===== config.mk =====
export PLATFORM = sky130hd
export DESIGN_NAME = camera_pattern_gen
export DESIGN_NICKNAME = d
export VERILOG_FILES = /design/src/rtl/camera_pattern_gen_pkg.sv /design/src/rtl/camera_line_timer.sv /design/src/rtl/camera_pattern_gen.sv
export SDC_FILE = /design/constraint.sdc
export NUM_CORES = 1
export LEC_CHECK = 0
export BUFFER_PORTS_ARGS = -buffer_cell sky130_fd_sc_hd__buf_2
export CAP_MARGIN = 10
export CORE_ASPECT_RATIO = 1.5
export CORE_UTILIZATION = 65
export DETAILED_ROUTE_END_ITERATION = 10
export PLACE_DENSITY = 0.86
export SKIP_CTS_REPAIR_TIMING = 1
export SLEW_MARGIN = 20
export SYNTH_ARGS = -nofsm -noshare
export SYNTH_HDL_FRONTEND = slang
export SYNTH_HIERARCHICAL = 1
export SYNTH_SLANG_ARGS = --single-unit

===== constraint.sdc =====
create_clock -name clk -period 9.7 [get_ports clk]
set_input_delay 1.94 -clock clk [delete_from_list [all_inputs] [get_ports clk]]
set_output_delay 1.94 -clock clk [all_outputs]
set_load 0.1 [all_outputs]

===== src/rtl/camera_pattern_gen_pkg.sv =====
// camera_pattern_gen_pkg
// Shared definitions for the camera test-pattern transmitter: frame FSM
// state encoding, pixel/counter widths, the marker register layout and the
// line-period derivation used by both the top level and the line timer.
package camera_pattern_gen_pkg;

    localparam int PIX_W = 8;   // width of every colour channel and of x/y
    localparam int CNT_W = 24;  // wide enough for several 256-pixel line periods

    typedef enum logic [2:0] {
        ST_IDLE   = 3'd0,
        ST_VSYNC  = 3'd1,
        ST_VBACK  = 3'd2,
        ST_ACTIVE = 3'd3,
        ST_VFRONT = 3'd4
    } state_t;

    // Marker position and colour, captured once per frame.
    typedef struct packed {
        logic [PIX_W-1:0] x;
        logic [PIX_W-1:0] y;
        logic [PIX_W-1:0] r;
        logic [PIX_W-1:0] g;
        logic [PIX_W-1:0] b;
    } marker_t;

    // Clocks in one full line: active pixels plus horizontal blanking.
    function automatic int line_clks(input int h_active, input int pix_div,
                                     input int h_blank);
        return h_active * pix_div + h_blank;
    endfunction

endpackage


===== src/rtl/camera_line_timer.sv =====
// camera_line_timer
// Horizontal timing for one active line: counts clocks within the line,
// clocks within a pixel and the pixel column, and produces registered
// href / pixelReady / endOfLine.
// Ports:
//   clk, reset   clock and asynchronous active-high reset
//   lineRun      high while the next cycle belongs to the active region
//   href         high during the active part of the line
//   pixelReady   one-clock strobe on the last clock of each pixel
//   endOfLine    high on the last clock of each line period
//   hrefNext     value href takes after the next edge (for aligned data regs)
//   xNext        pixel column for the next cycle (for aligned data regs)
module camera_line_timer
    import camera_pattern_gen_pkg::*;
#(
    parameter int H_ACTIVE = 160,
    parameter int H_BLANK  = 16,
    parameter int PIX_DIV  = 2
) (
    input  logic             clk,
    input  logic             reset,
    input  logic             lineRun,
    output logic             href,
    output logic             pixelReady,
    output logic             endOfLine,
    output logic             hrefNext,
    output logic [PIX_W-1:0] xNext
);

    localparam logic [CNT_W-1:0] HACT_CLKS = CNT_W'(H_ACTIVE * PIX_DIV);
    localparam logic [CNT_W-1:0] LINE_LAST = CNT_W'(line_clks(H_ACTIVE, PIX_DIV, H_BLANK) - 1);
    localparam logic [CNT_W-1:0] PIX_LAST  = CNT_W'(PIX_DIV - 1);

    logic             run_q;
    logic [CNT_W-1:0] h_cnt_q, h_cnt_d;
    logic [CNT_W-1:0] pix_q, pix_d;
    logic [PIX_W-1:0] x_q, x_d;
    logic             href_q, href_d;
    logic             ready_q, ready_d;
    logic             eol_q, eol_d;

    // The counters describe the position of the *next* cycle, so the output
    // flops are loaded from the _d values and line up with the counters.
    always_comb begin
        h_cnt_d = '0;
        pix_d   = '0;
        x_d     = '0;
        // Continue the current line; a fresh run or a wrap restarts at 0.
        if (lineRun && run_q && (h_cnt_q != LINE_LAST)) begin
            h_cnt_d = h_cnt_q + 1'b1;
            pix_d   = pix_q;
            x_d     = x_q;
            if (h_cnt_d < HACT_CLKS) begin
                if (pix_q == PIX_LAST) begin
                    pix_d = '0;
                    x_d   = x_q + 1'b1;
                end else begin
                    pix_d = pix_q + 1'b1;
                end
            end
        end
        href_d  = lineRun && (h_cnt_d < HACT_CLKS);
        ready_d = href_d && (pix_d == PIX_LAST);
        eol_d   = lineRun && (h_cnt_d == LINE_LAST);
    end

    always_ff @(posedge clk or posedge reset) begin
        if (reset) begin
            run_q   <= 1'b0;
            h_cnt_q <= '0;
            pix_q   <= '0;
            x_q     <= '0;
            href_q  <= 1'b0;
            ready_q <= 1'b0;
            eol_q   <= 1'b0;
        end else begin
            run_q   <= lineRun;
            h_cnt_q <= h_cnt_d;
            pix_q   <= pix_d;
            x_q     <= x_d;
            href_q  <= href_d;
            ready_q <= ready_d;
            eol_q   <= eol_d;
        end
    end

    assign href       = href_q;
    assign pixelReady = ready_q;
    assign endOfLine  = eol_q;
    assign hrefNext   = href_d;
    assign xNext      = x_d;

endmodule


===== src/rtl/camera_pattern_gen.sv =====
// camera_pattern_gen
// Camera-interface transmitter: generates vsync/href/pixelReady timing and
// a gradient frame (R = column, G = line, B = 0) with one programmable
// marker pixel. Marker inputs are captured when a frame starts.
// Ports:
//   clk, reset            clock and asynchronous active-high reset
//   enable                run frames while high (current frame always completes)
//   markerX/Y             marker position
//   markerRed/Green/Blue  marker colour
//   vsync, href           frame and line sync
//   pixelReady            one-clock strobe per pixel, data valid
//   outRed/Green/Blue     pixel data, zero outside href
//   frameCount            completed frames, wraps at 256
module camera_pattern_gen
    import camera_pattern_gen_pkg::*;
#(
    parameter int H_ACTIVE    = 160,
    parameter int V_ACTIVE    = 120,
    parameter int H_BLANK     = 16,
    parameter int PIX_DIV     = 2,
    parameter int VSYNC_LINES = 3,
    parameter int V_BACK      = 2,
    parameter int V_FRONT     = 2
) (
    input  logic             clk,
    input  logic             reset,
    input  logic             enable,
    input  logic [PIX_W-1:0] markerX,
    input  logic [PIX_W-1:0] markerY,
    input  logic [PIX_W-1:0] markerRed,
    input  logic [PIX_W-1:0] markerGreen,
    input  logic [PIX_W-1:0] markerBlue,
    output logic             vsync,
    output logic             href,
    output logic             pixelReady,
    output logic [PIX_W-1:0] outRed,
    output logic [PIX_W-1:0] outGreen,
    output logic [PIX_W-1:0] outBlue,
    output logic [PIX_W-1:0] frameCount
);

    localparam int LINE_CLKS = line_clks(H_ACTIVE, PIX_DIV, H_BLANK);
    localparam int VS_CLKS   = VSYNC_LINES * LINE_CLKS;
    localparam int VB_CLKS   = V_BACK * LINE_CLKS;
    localparam int VF_CLKS   = V_FRONT * LINE_CLKS;

    localparam logic [CNT_W-1:0] VS_LAST = CNT_W'(VS_CLKS - 1);
    localparam logic [CNT_W-1:0] VB_LAST = CNT_W'(VB_CLKS - 1);
    localparam logic [CNT_W-1:0] VF_LAST = CNT_W'(VF_CLKS - 1);
    localparam logic [PIX_W-1:0] Y_LAST  = PIX_W'(V_ACTIVE - 1);

    // Zero-length vertical states are skipped by jumping past them.
    localparam state_t AFTER_VSYNC = (VB_CLKS > 0) ? ST_VBACK : ST_ACTIVE;
    localparam state_t FRAME_START = (VS_CLKS > 0) ? ST_VSYNC : AFTER_VSYNC;

    state_t           state_q, state_d;
    logic [CNT_W-1:0] cnt_q, cnt_d;
    logic [PIX_W-1:0] y_q, y_d;
    logic [PIX_W-1:0] frame_q, frame_d;
    marker_t          marker_q, marker_d;
    logic             vsync_q, vsync_d;
    logic [PIX_W-1:0] red_q, red_d, green_q, green_d, blue_q, blue_d;
    logic             frame_end;
    logic             start;

    logic             line_run;
    logic             end_of_line;
    logic             href_next;
    logic [PIX_W-1:0] x_next;

    // Frame FSM: next state, vertical counters and marker capture.
    always_comb begin
        state_d   = state_q;
        cnt_d     = cnt_q + 1'b1;
        y_d       = y_q;
        frame_d   = frame_q;
        marker_d  = marker_q;
        frame_end = 1'b0;
        start     = 1'b0;
        case (state_q)
            ST_IDLE: begin
                cnt_d = '0;
                start = enable;
            end
            ST_VSYNC: begin
                if (cnt_q == VS_LAST) begin
                    state_d = AFTER_VSYNC;
                    cnt_d   = '0;
                end
            end
            ST_VBACK: begin
                if (cnt_q == VB_LAST) begin
                    state_d = ST_ACTIVE;
                    cnt_d   = '0;
                end
            end
            ST_ACTIVE: begin
                cnt_d = '0;
                if (end_of_line) begin
                    y_d = y_q + 1'b1;
                    if (y_q == Y_LAST) begin
                        if (VF_CLKS > 0) begin
                            state_d = ST_VFRONT;
                        end else begin
                            frame_end = 1'b1;
                        end
                    end
                end
            end
            ST_VFRONT: begin
                if (cnt_q == VF_LAST) begin
                    frame_end = 1'b1;
                end
            end
            default: state_d = ST_IDLE;
        endcase

        // Last cycle of the frame: count it, then restart or park in IDLE.
        if (frame_end) begin
            frame_d = frame_q + 1'b1;
            cnt_d   = '0;
            state_d = ST_IDLE;
            start   = enable;
        end
        if (start) begin
            state_d  = FRAME_START;
            cnt_d    = '0;
            marker_d = {markerX, markerY, markerRed, markerGreen, markerBlue};
        end
        if ((state_d != ST_ACTIVE) || frame_end) begin
            y_d = '0;
        end
        vsync_d = (state_d == ST_VSYNC);
    end

    // The line timer is told one cycle ahead so its registered outputs line
    // up with the registered vsync and pixel data.
    assign line_run = (state_d == ST_ACTIVE);

    camera_line_timer #(
        .H_ACTIVE (H_ACTIVE),
        .H_BLANK  (H_BLANK),
        .PIX_DIV  (PIX_DIV)
    ) u_line_timer (
        .clk        (clk),
        .reset      (reset),
        .lineRun    (line_run),
        .href       (href),
        .pixelReady (pixelReady),
        .endOfLine  (end_of_line),
        .hrefNext   (href_next),
        .xNext      (x_next)
    );

    // Pixel data for the next cycle; held for the whole pixel because
    // x_next only moves when the pixel divider wraps.
    always_comb begin
        red_d   = '0;
        green_d = '0;
        blue_d  = '0;
        if (href_next) begin
            if ((x_next == marker_d.x) && (y_d == marker_d.y)) begin
                red_d   = marker_d.r;
                green_d = marker_d.g;
                blue_d  = marker_d.b;
            end else begin
                red_d   = x_next;
                green_d = y_d;
            end
        end
    end

    always_ff @(posedge clk or posedge reset) begin
        if (reset) begin
            state_q  <= ST_IDLE;
            cnt_q    <= '0;
            y_q      <= '0;
            frame_q  <= '0;
            marker_q <= '0;
            vsync_q  <= 1'b0;
            red_q    <= '0;
            green_q  <= '0;
            blue_q   <= '0;
        end else begin
            state_q  <= state_d;
            cnt_q    <= cnt_d;
            y_q      <= y_d;
            frame_q  <= frame_d;
            marker_q <= marker_d;
            vsync_q  <= vsync_d;
            red_q    <= red_d;
            green_q  <= green_d;
            blue_q   <= blue_d;
        end
    end

    assign vsync      = vsync_q;
    assign outRed     = red_q;
    assign outGreen   = green_q;
    assign outBlue    = blue_q;
    assign frameCount = frame_q;

endmodule


==> results of run 1 <==
-- power breakdown --
part / internal (W) / leakage (nW) / switching, W
clock network: 0.000362 / 0.260 / 0.000285
logic: 0.0000160 / 2.14 / 0.0000292
registers: 0.000709 / 2.27 / 0.00000459
total: 0.00109 / 4.67 / 0.000319
-- state kept, by name, summed over array words and instances (netlist names) --
name and flops:
outBlue 8, u_line_timer/h_cnt_q 24, state_q 3, marker_q 40, frameCount 8, cnt_q 24, outRed 8, u_line_timer/pixelReady 1
u_line_timer/x_q 8, u_line_timer/pix_q 24, outGreen 8, u_line_timer/href 1, u_line_timer/run_q 1, u_line_timer/endOfLine 1, y_q 8, vsync 1
-- critical path, stage by stage (launching register included) --
cell and delay [ns]:
dfrtp_1 0.45, ha_1 0.28, and3_1 0.35, o2111ai_1 0.16, a32oi_1 0.82, nand4_1 0.67
nor3_1 0.57, nand3_1 0.15, xor2_1 0.16, nor2_1 0.30, xor2_1 0.12, nor4_1 0.29
nand3_1 0.11, a22oi_1 0.21, nand4_1 0.17, a2111oi_4 0.34, buf_4 0.38, mux2i_1 0.25
-- path summary, 6_finish.rpt --
| check | endpoint | slack (ns) | cells after the start |
|---|---|---|---|
| worst max-delay path | outRed[2] | 3.78 | 17 |
| max in group asynchronous | marker_q[39] | 6.91 | 3 |
| min in group asynchronous | cnt_q[16] | 1.51 | 2 |
| worst min-delay path | marker_q[3] | 0.46 | 2 |
| worst min register to register | marker_q[3] | 0.46 | 2 |
| worst max register to register | outRed[2] | 3.78 | 17 |
-- logic make-up after synthesis --
kind of cell,count (synthesis)
flip-flops,168
AO/OA/AOI/OAI,127
multiplexers,28
adder cells (fa/ha/maj),7
XOR/XNOR,87
buffers and inverters,82
AND/OR/NAND/NOR,509
-- layer usage --
metal  up-vias  track usage [%]
met5         -                0
met4         0             13.3
met3        54             7.23
met2       247             57.3
met1      3784             35.5
li1       3631                -
-- layout make-up --
| type | instances | share of cell area (%) |
|---|---|---|
| Timing Repair Buffer | 85 | 4.37 |
| Clock buffer | 19 | 4.34 |
| Clock inverter | 12 | 1.17 |
| Inverter | 29 | 1.09 |
| Sequential cell | 168 | 41.2 |
| Tap cell | 165 | 2.02 |
| Multi-Input combinational cell | 758 | 45.8 |
-- layout by cell type (no fill, tap or decap), types with 25 or more instances in the layout --
master,n
nor4_1,30
inv_1,27
xor2_1,36
nor2_1,92
nand2_1,189
nand3_1,32
xnor2_1,50
nor3_1,25
o21ai_0,26
nand4_1,28
and3_1,28
buf_2,77
dfrtp_1,168
-- metrics by stage --
step | std cells | total power [W]
global route | 1236 | 0.00145
CTS | 1236 | 0.00141
detailed placement | 1205 | 0.000772
floorplan | 1008 | 0.000752
global placement | 1205 | 0.000771
finish | 1236 | 0.00141
==> flow_metrics.py, run 1 <==
metrics = {
    "sta": {
        "fin_setup_tns_ns": 0,
        "worst_pin_slew_ns": 0.974,
        "hold_slack_ns": 0.465,
        "slew_viol_final": 0,
        "slew_headroom_pct": 34.9,
        "finalHoldViolations": 0,
        "setup_slack_ns": 3.78,
        "skew_ns": 0.0105,
        "setup_viol": 0,
        "timing.fmax_mhz": 169,
        "fin_crit_ns": 5.92,
        "period_share_pct": 61.0,
        "rsz0062_at_grt": "no",
    },
    "global_route": {
        "grt_max_degree": 78,
        "grt_use_total_pct": 31.7,
        "grt_pass1_wl_mm": 37.0,
        "gr-total-overflow": 0,
        "grt_pass1_vias": 7893,
        "grt_antenna_before_repair": 0,
    },
    "finish": {
        "syn_to_final_growth_pct": 10.4,
        "drive_above_1_share_pct": 13.8,
        "antenna_cells": 0,
        "multi_input_area_um2": 4670,
        "fin_nets": 1109,
        "design_area_um2": 10200,
        "ff_latch_area_um2": 4200,
        "fin_util_pct": 73.3,
        "fill_cells": 1000,
    },
    "routing": {
        "drtPass1Iterations": 9,
        "drtIter0Drc": 480,
        "highest_layer": "met4",
        "wirelength_mm": 21.8,
        "met2_length_mm": 11.7,
        "drt-met1-wl_mm": 8.34,
        "vias_per_cell": 6.24,
        "wl_met3_mm": 1.15,
        "ant_nets": 0,
        "detail_route.wl_per_cell_um": 17.6,
        "drc": 1,
        "dr_total_vias": 7716,
    },
    "worst_setup_path": {
        "critPathLaunchType": "register",
        "cp.arrival_ns": 6.27,
        "cp.required_ns": 10.05,
        "critical_path_class": "register to register",
        "cp-end-kind": "register",
        "cp_max_fo": 24,
        "r2r-start": "u_line_timer/h_cnt_q[0]",
        "critPathLaunch": "u_line_timer/h_cnt_q[0]",
    },
    "logic_synthesis": {
        "async_flop_share_pct": 100,
        "synth_adder_area_share_pct": 0.948,
        "synth-seq-cells": 168,
        "ys_top_cells_by_area": "dfrtp_1 45%, nand2_1 7.7%, xnor2_1 4.7%",
        "yosysMostFrequentCell": "nand2_1",
        "seq_area_frac_synth_pct": 45.5,
        "synth_edf_count": 0,
        "yosysTopAreaCellShare_pct": 45.5,
        "synth_compound_area_share_pct": 10.2,
        "synth_common_cells": "189 x nand2_1, 168 x dfrtp_1, 92 x nor2_1, 50 x xnor2_1, 36 x xor2_1",
        "syn_avg_cell_area_um2": 9.17,
        "synth-xor-area-share_pct": 8.40,
        "yosys.area_share.simple_pct": 27.7,
        "postSynthCellCount": 1008,
        "synth_cell_types": 77,
        "ys.flop_type": "dfrtp_1",
        "yosysTopAreaCell": "dfrtp_1",
        "synth_nets": 1058,
        "yosysWarnings": 6,
        "netlist_area_um2": 9240,
        "muxShareOfSynthArea_pct": 3.14,
        "synth_top_family_by_area": "simple AND/OR/NAND/NOR gates",
    },
    "floorplanning": {
        "die-area_um2": 14700,
        "initial_utilization_pct": 66.4,
        "core_um2": 13900,
        "die_h_um": 148,
        "die_w_um": 99.4,
        "ios": 78,
        "rows": 53,
    },
    "cts": {
        "path_clk_slew_ns": 0.06,
        "worstSkewPairLatency_ns": 0.44,
        "cts_tree": "yes",
        "cts_buffer_depth": 2,
        "cts_root_buf": "clkbuf_16",
        "htree_levels": 4,
        "numCtsBuffers": 17,
        "clock_sinks": 168,
    },
    "worst_hold_path": {
        "hp-class": "register to register",
        "hp-start": "marker_q[3]",
    },
    "placed_design": {
        "portBuffers": 77,
        "dpl.hpwl_mm": 14.9,
        "post_dp_cell_area_um2": 9640,
        "place_ws_ns": 3.61,
        "place.gp.congestion": 0.947,
    },
    "outcome": {
        "status": "finished, violations left",
        "violations": "DRC",
    },
    "power_and_ir_drop": {
        "p_leak_nw": 4.67,
        "irDropWorstVdd_mv": 0.115,
        "power_per_cell_area_nw_per_um2": 138,
    },
    "run": {
        "cap_violations": 0,
    },
}
Note: power is estimated with default switching activity, not from simulation.
==> run 2, diff against run 1 <==
- ABC_AREA: not set -> 1
- CORE_UTILIZATION: 65 -> 61
- PLACE_DENSITY: 0.86 -> 0.81
- clock period: 9.7 -> 5.8 ns (I/O delays scaled with it)
==> run 2 against run 1 <==
The run now ends clean; critical path depth up 6; global-route usage down 2.1 points; power up 62%; clock skew down 0.0022 ns; synthesized cell count up 35%; clock-buffer cell count up 2; critical path type unchanged; critical endpoint is now outGreen[3].
==> flow_metrics.py, run 2 <==
metrics = {
    "outcome": {
        "status": "completed",
    },
    "sta": {
        "timing.fmax_mhz": 212,
        "slew_viol_final": 0,
        "worst_pin_slew_ns": 0.818,
        "slew_headroom_pct": 45.4,
        "setup_slack_ns": 1.08,
        "fin_crit_ns": 4.72,
        "fin_setup_tns_ns": 0,
        "skew_ns": 0.00831,
        "setup_viol": 0,
        "finalHoldViolations": 0,
        "hold_slack_ns": 0.477,
        "period_share_pct": 81.4,
        "rsz0062_at_grt": "no",
    },
    "finish": {
        "top_register": "marker_q",
        "fill_cells": 1348,
        "fin_nets": 1482,
        "layout_common_cells": "341 x nand2_1, 236 x inv_1, 168 x dfrtp_1, 163 x nor2_1, 127 x nand3_1",
        "largest_reg_flops": 40,
        "instances_no_fill": 1648,
        "syn_to_final_growth_pct": 11.0,
        "final_common_cell": "nand2_1",
        "antenna_cells": 0,
        "drive_above_1_share_pct": 13.3,
        "design_area_um2": 11000,
    },
    "routing": {
        "ant_nets": 0,
        "drtIter0Drc": 438,
        "detail_route.wl_per_cell_um": 14.3,
        "met2_length_mm": 12.7,
        "wl_met3_um": 977,
        "drc": 0,
        "drt-met1-wl_mm": 9.28,
        "highest_layer": "met4",
        "wirelength_mm": 23.6,
        "vias_per_cell": 5.36,
        "dr_total_vias": 8832,
        "drtPass1Iterations": 6,
    },
    "floorplanning": {
        "ios": 78,
        "initial_utilization_pct": 62.9,
        "rows": 56,
        "die-area_um2": 16700,
        "die_h_um": 158,
        "core_um2": 15700,
        "die_w_um": 106,
    },
    "logic_synthesis": {
        "postSynthCellCount": 1357,
        "synth-seq-cells": 168,
        "yosysMostFrequentCell": "nand2_1",
        "yosysWarnings": 6,
        "synth_edf_count": 0,
        "syn_avg_cell_area_um2": 7.27,
        "netlist_area_um2": 9870,
        "synth_common_cells": "341 x nand2_1, 238 x inv_1, 168 x dfrtp_1, 163 x nor2_1, 127 x nand3_1",
        "seq_area_frac_synth_pct": 42.6,
        "ys_top_cells_by_area": "dfrtp_1 43%, nand2_1 13%, inv_1 9.1%",
        "synth_nets": 1407,
        "ys.flop_type": "dfrtp_1",
        "async_flop_share_pct": 100,
        "yosysTopAreaCell": "dfrtp_1",
        "synth_cell_types": 46,
        "yosysTopAreaCellShare_pct": 42.6,
    },
    "power_and_ir_drop": {
        "p_leak_nw": 5.74,
        "power_per_cell_area_nw_per_um2": 208,
        "irDropWorstVdd_mv": 0.199,
    },
    "cts": {
        "path_clk_slew_ns": 0.07,
        "cts_buffer_depth": 2,
        "worstSkewPairLatency_ns": 0.43,
        "numCtsBuffers": 17,
        "cts_tree": "yes",
        "clock_sinks": 168,
        "htree_levels": 4,
        "cts_root_buf": "clkbuf_16",
    },
    "global_route": {
        "grt_pass1_wl_mm": 38.9,
        "grt_pass1_vias": 8438,
        "grt_max_degree": 68,
        "grt_use_total_pct": 29.6,
        "grt_antenna_before_repair": 0,
        "gr-total-overflow": 0,
    },
    "worst_setup_path": {
        "cp-end-kind": "register",
        "path_common_cell": "nand2_1",
        "r2r-start": "u_line_timer/h_cnt_q[0]",
        "cpPeakStageDelay_ns": 0.55,
        "cp.arrival_ns": 5.08,
        "slowest_stage": "nor2_1",
        "critical_path_class": "register to register",
        "cp_cell_sequence": "ha_1 > nand2_2 > nor2_1 > nand3_1 > nand2_1 > nand2_1 > nor2_1 > nand2_2 > nor2_8 > nand3_4 > nor2_1 > nand4_1 > nor2_1 > nand2_1 > a21oi_1 > nand2_1 > a21oi_2 > nand2_1 > nor2_4 > nand3_4 > nand2_1 > inv_2 > nor2_1",
        "cp_max_fo": 25,
        "critPathLaunchType": "register",
        "r2r_slack_ns": 1.08,
        "critPathLaunch": "u_line_timer/h_cnt_q[0]",
        "cp.required_ns": 6.16,
    },
    "placed_design": {
        "dp.cells": 1616,
        "place_ws_ns": 1.12,
        "dpl.hpwl_mm": 17.4,
        "portBuffers": 77,
        "post_dp_cell_area_um2": 10400,
        "place.gp.congestion": 0.927,
    },
    "run": {
        "cap_violations": 0,
    },
    "worst_hold_path": {
        "hp-start": "cnt_q[0]",
        "hp-class": "register to register",
    },
}
==> run 2: cell families after synthesis <==
kind of cell / count (synthesis) / share of synthesized area [%]
xor+xnor: 43 / 3.82
compound gates: 73 / 4.37
fa+ha+maj: 7 / 0.887
simple gates: 784 / 37.0
buf+inv: 282 / 11.4
flops: 168 / 42.6
==> run 2: layer usage <==
| layer | vias up | global-route usage [%] |
|---|---|---|
| met5 | - | 0 |
| met4 | 0 | 11.7 |
| met3 | 51 | 4.73 |
| met2 | 246 | 55.6 |
| met1 | 4150 | 33.3 |
| li1 | 4385 | - |
==> run 2: path summary, 6_finish.rpt <==
kind,end,cells after the start
max,outGreen[3],23
min,cnt_q[0],1
max reg2reg,outGreen[3],23
min reg2reg,cnt_q[0],1
max in group asynchronous,marker_q[2],3
min in group asynchronous,frameCount[7],2
==> run 2: metrics by stage <==
stage | power, W | util (%)
6_report | 0.00228 | 69.8
5_1_grt | 0.00235 | 69.8
4_1_cts | 0.00231 | 69.8
3_5_place_dp | 0.00123 | 66.2
3_3_place_gp | 0.00123 | 66.2
2_1_floorplan | 0.00121 | -
==> run 2: report_power, final <==
| part | leakage (nW) | switching, W | internal [W] |
|---|---|---|---|
| Clock | 0.267 | 0.000484 | 0.000589 |
| Combinational | 3.31 | 0.0000273 | 0.0000116 |
| Sequential | 2.16 | 0 | 0.00117 |
==> run 2: cell type report <==
type / count / area [µm²] / area share [%]
multi-input combinational: 907 / 4540 / 41.5
sequential: 168 / 4200 / 38.4
inverter: 254 / 957 / 8.74
clock inverter: 11 / 88.8 / 0.811
timing repair buffer: 84 / 438 / 4.00
clock buffer: 21 / 470 / 4.29
tap: 203 / 254 / 2.32
==> run 2: worst max-delay path: cells and delay by family, from the launching register on <==
family          cells  cell delay (ns)
simple gates       19             3.62
flops               1             0.38
compound gates      2             0.38
fa+ha+maj           1             0.22
buf+inv             1             0.04
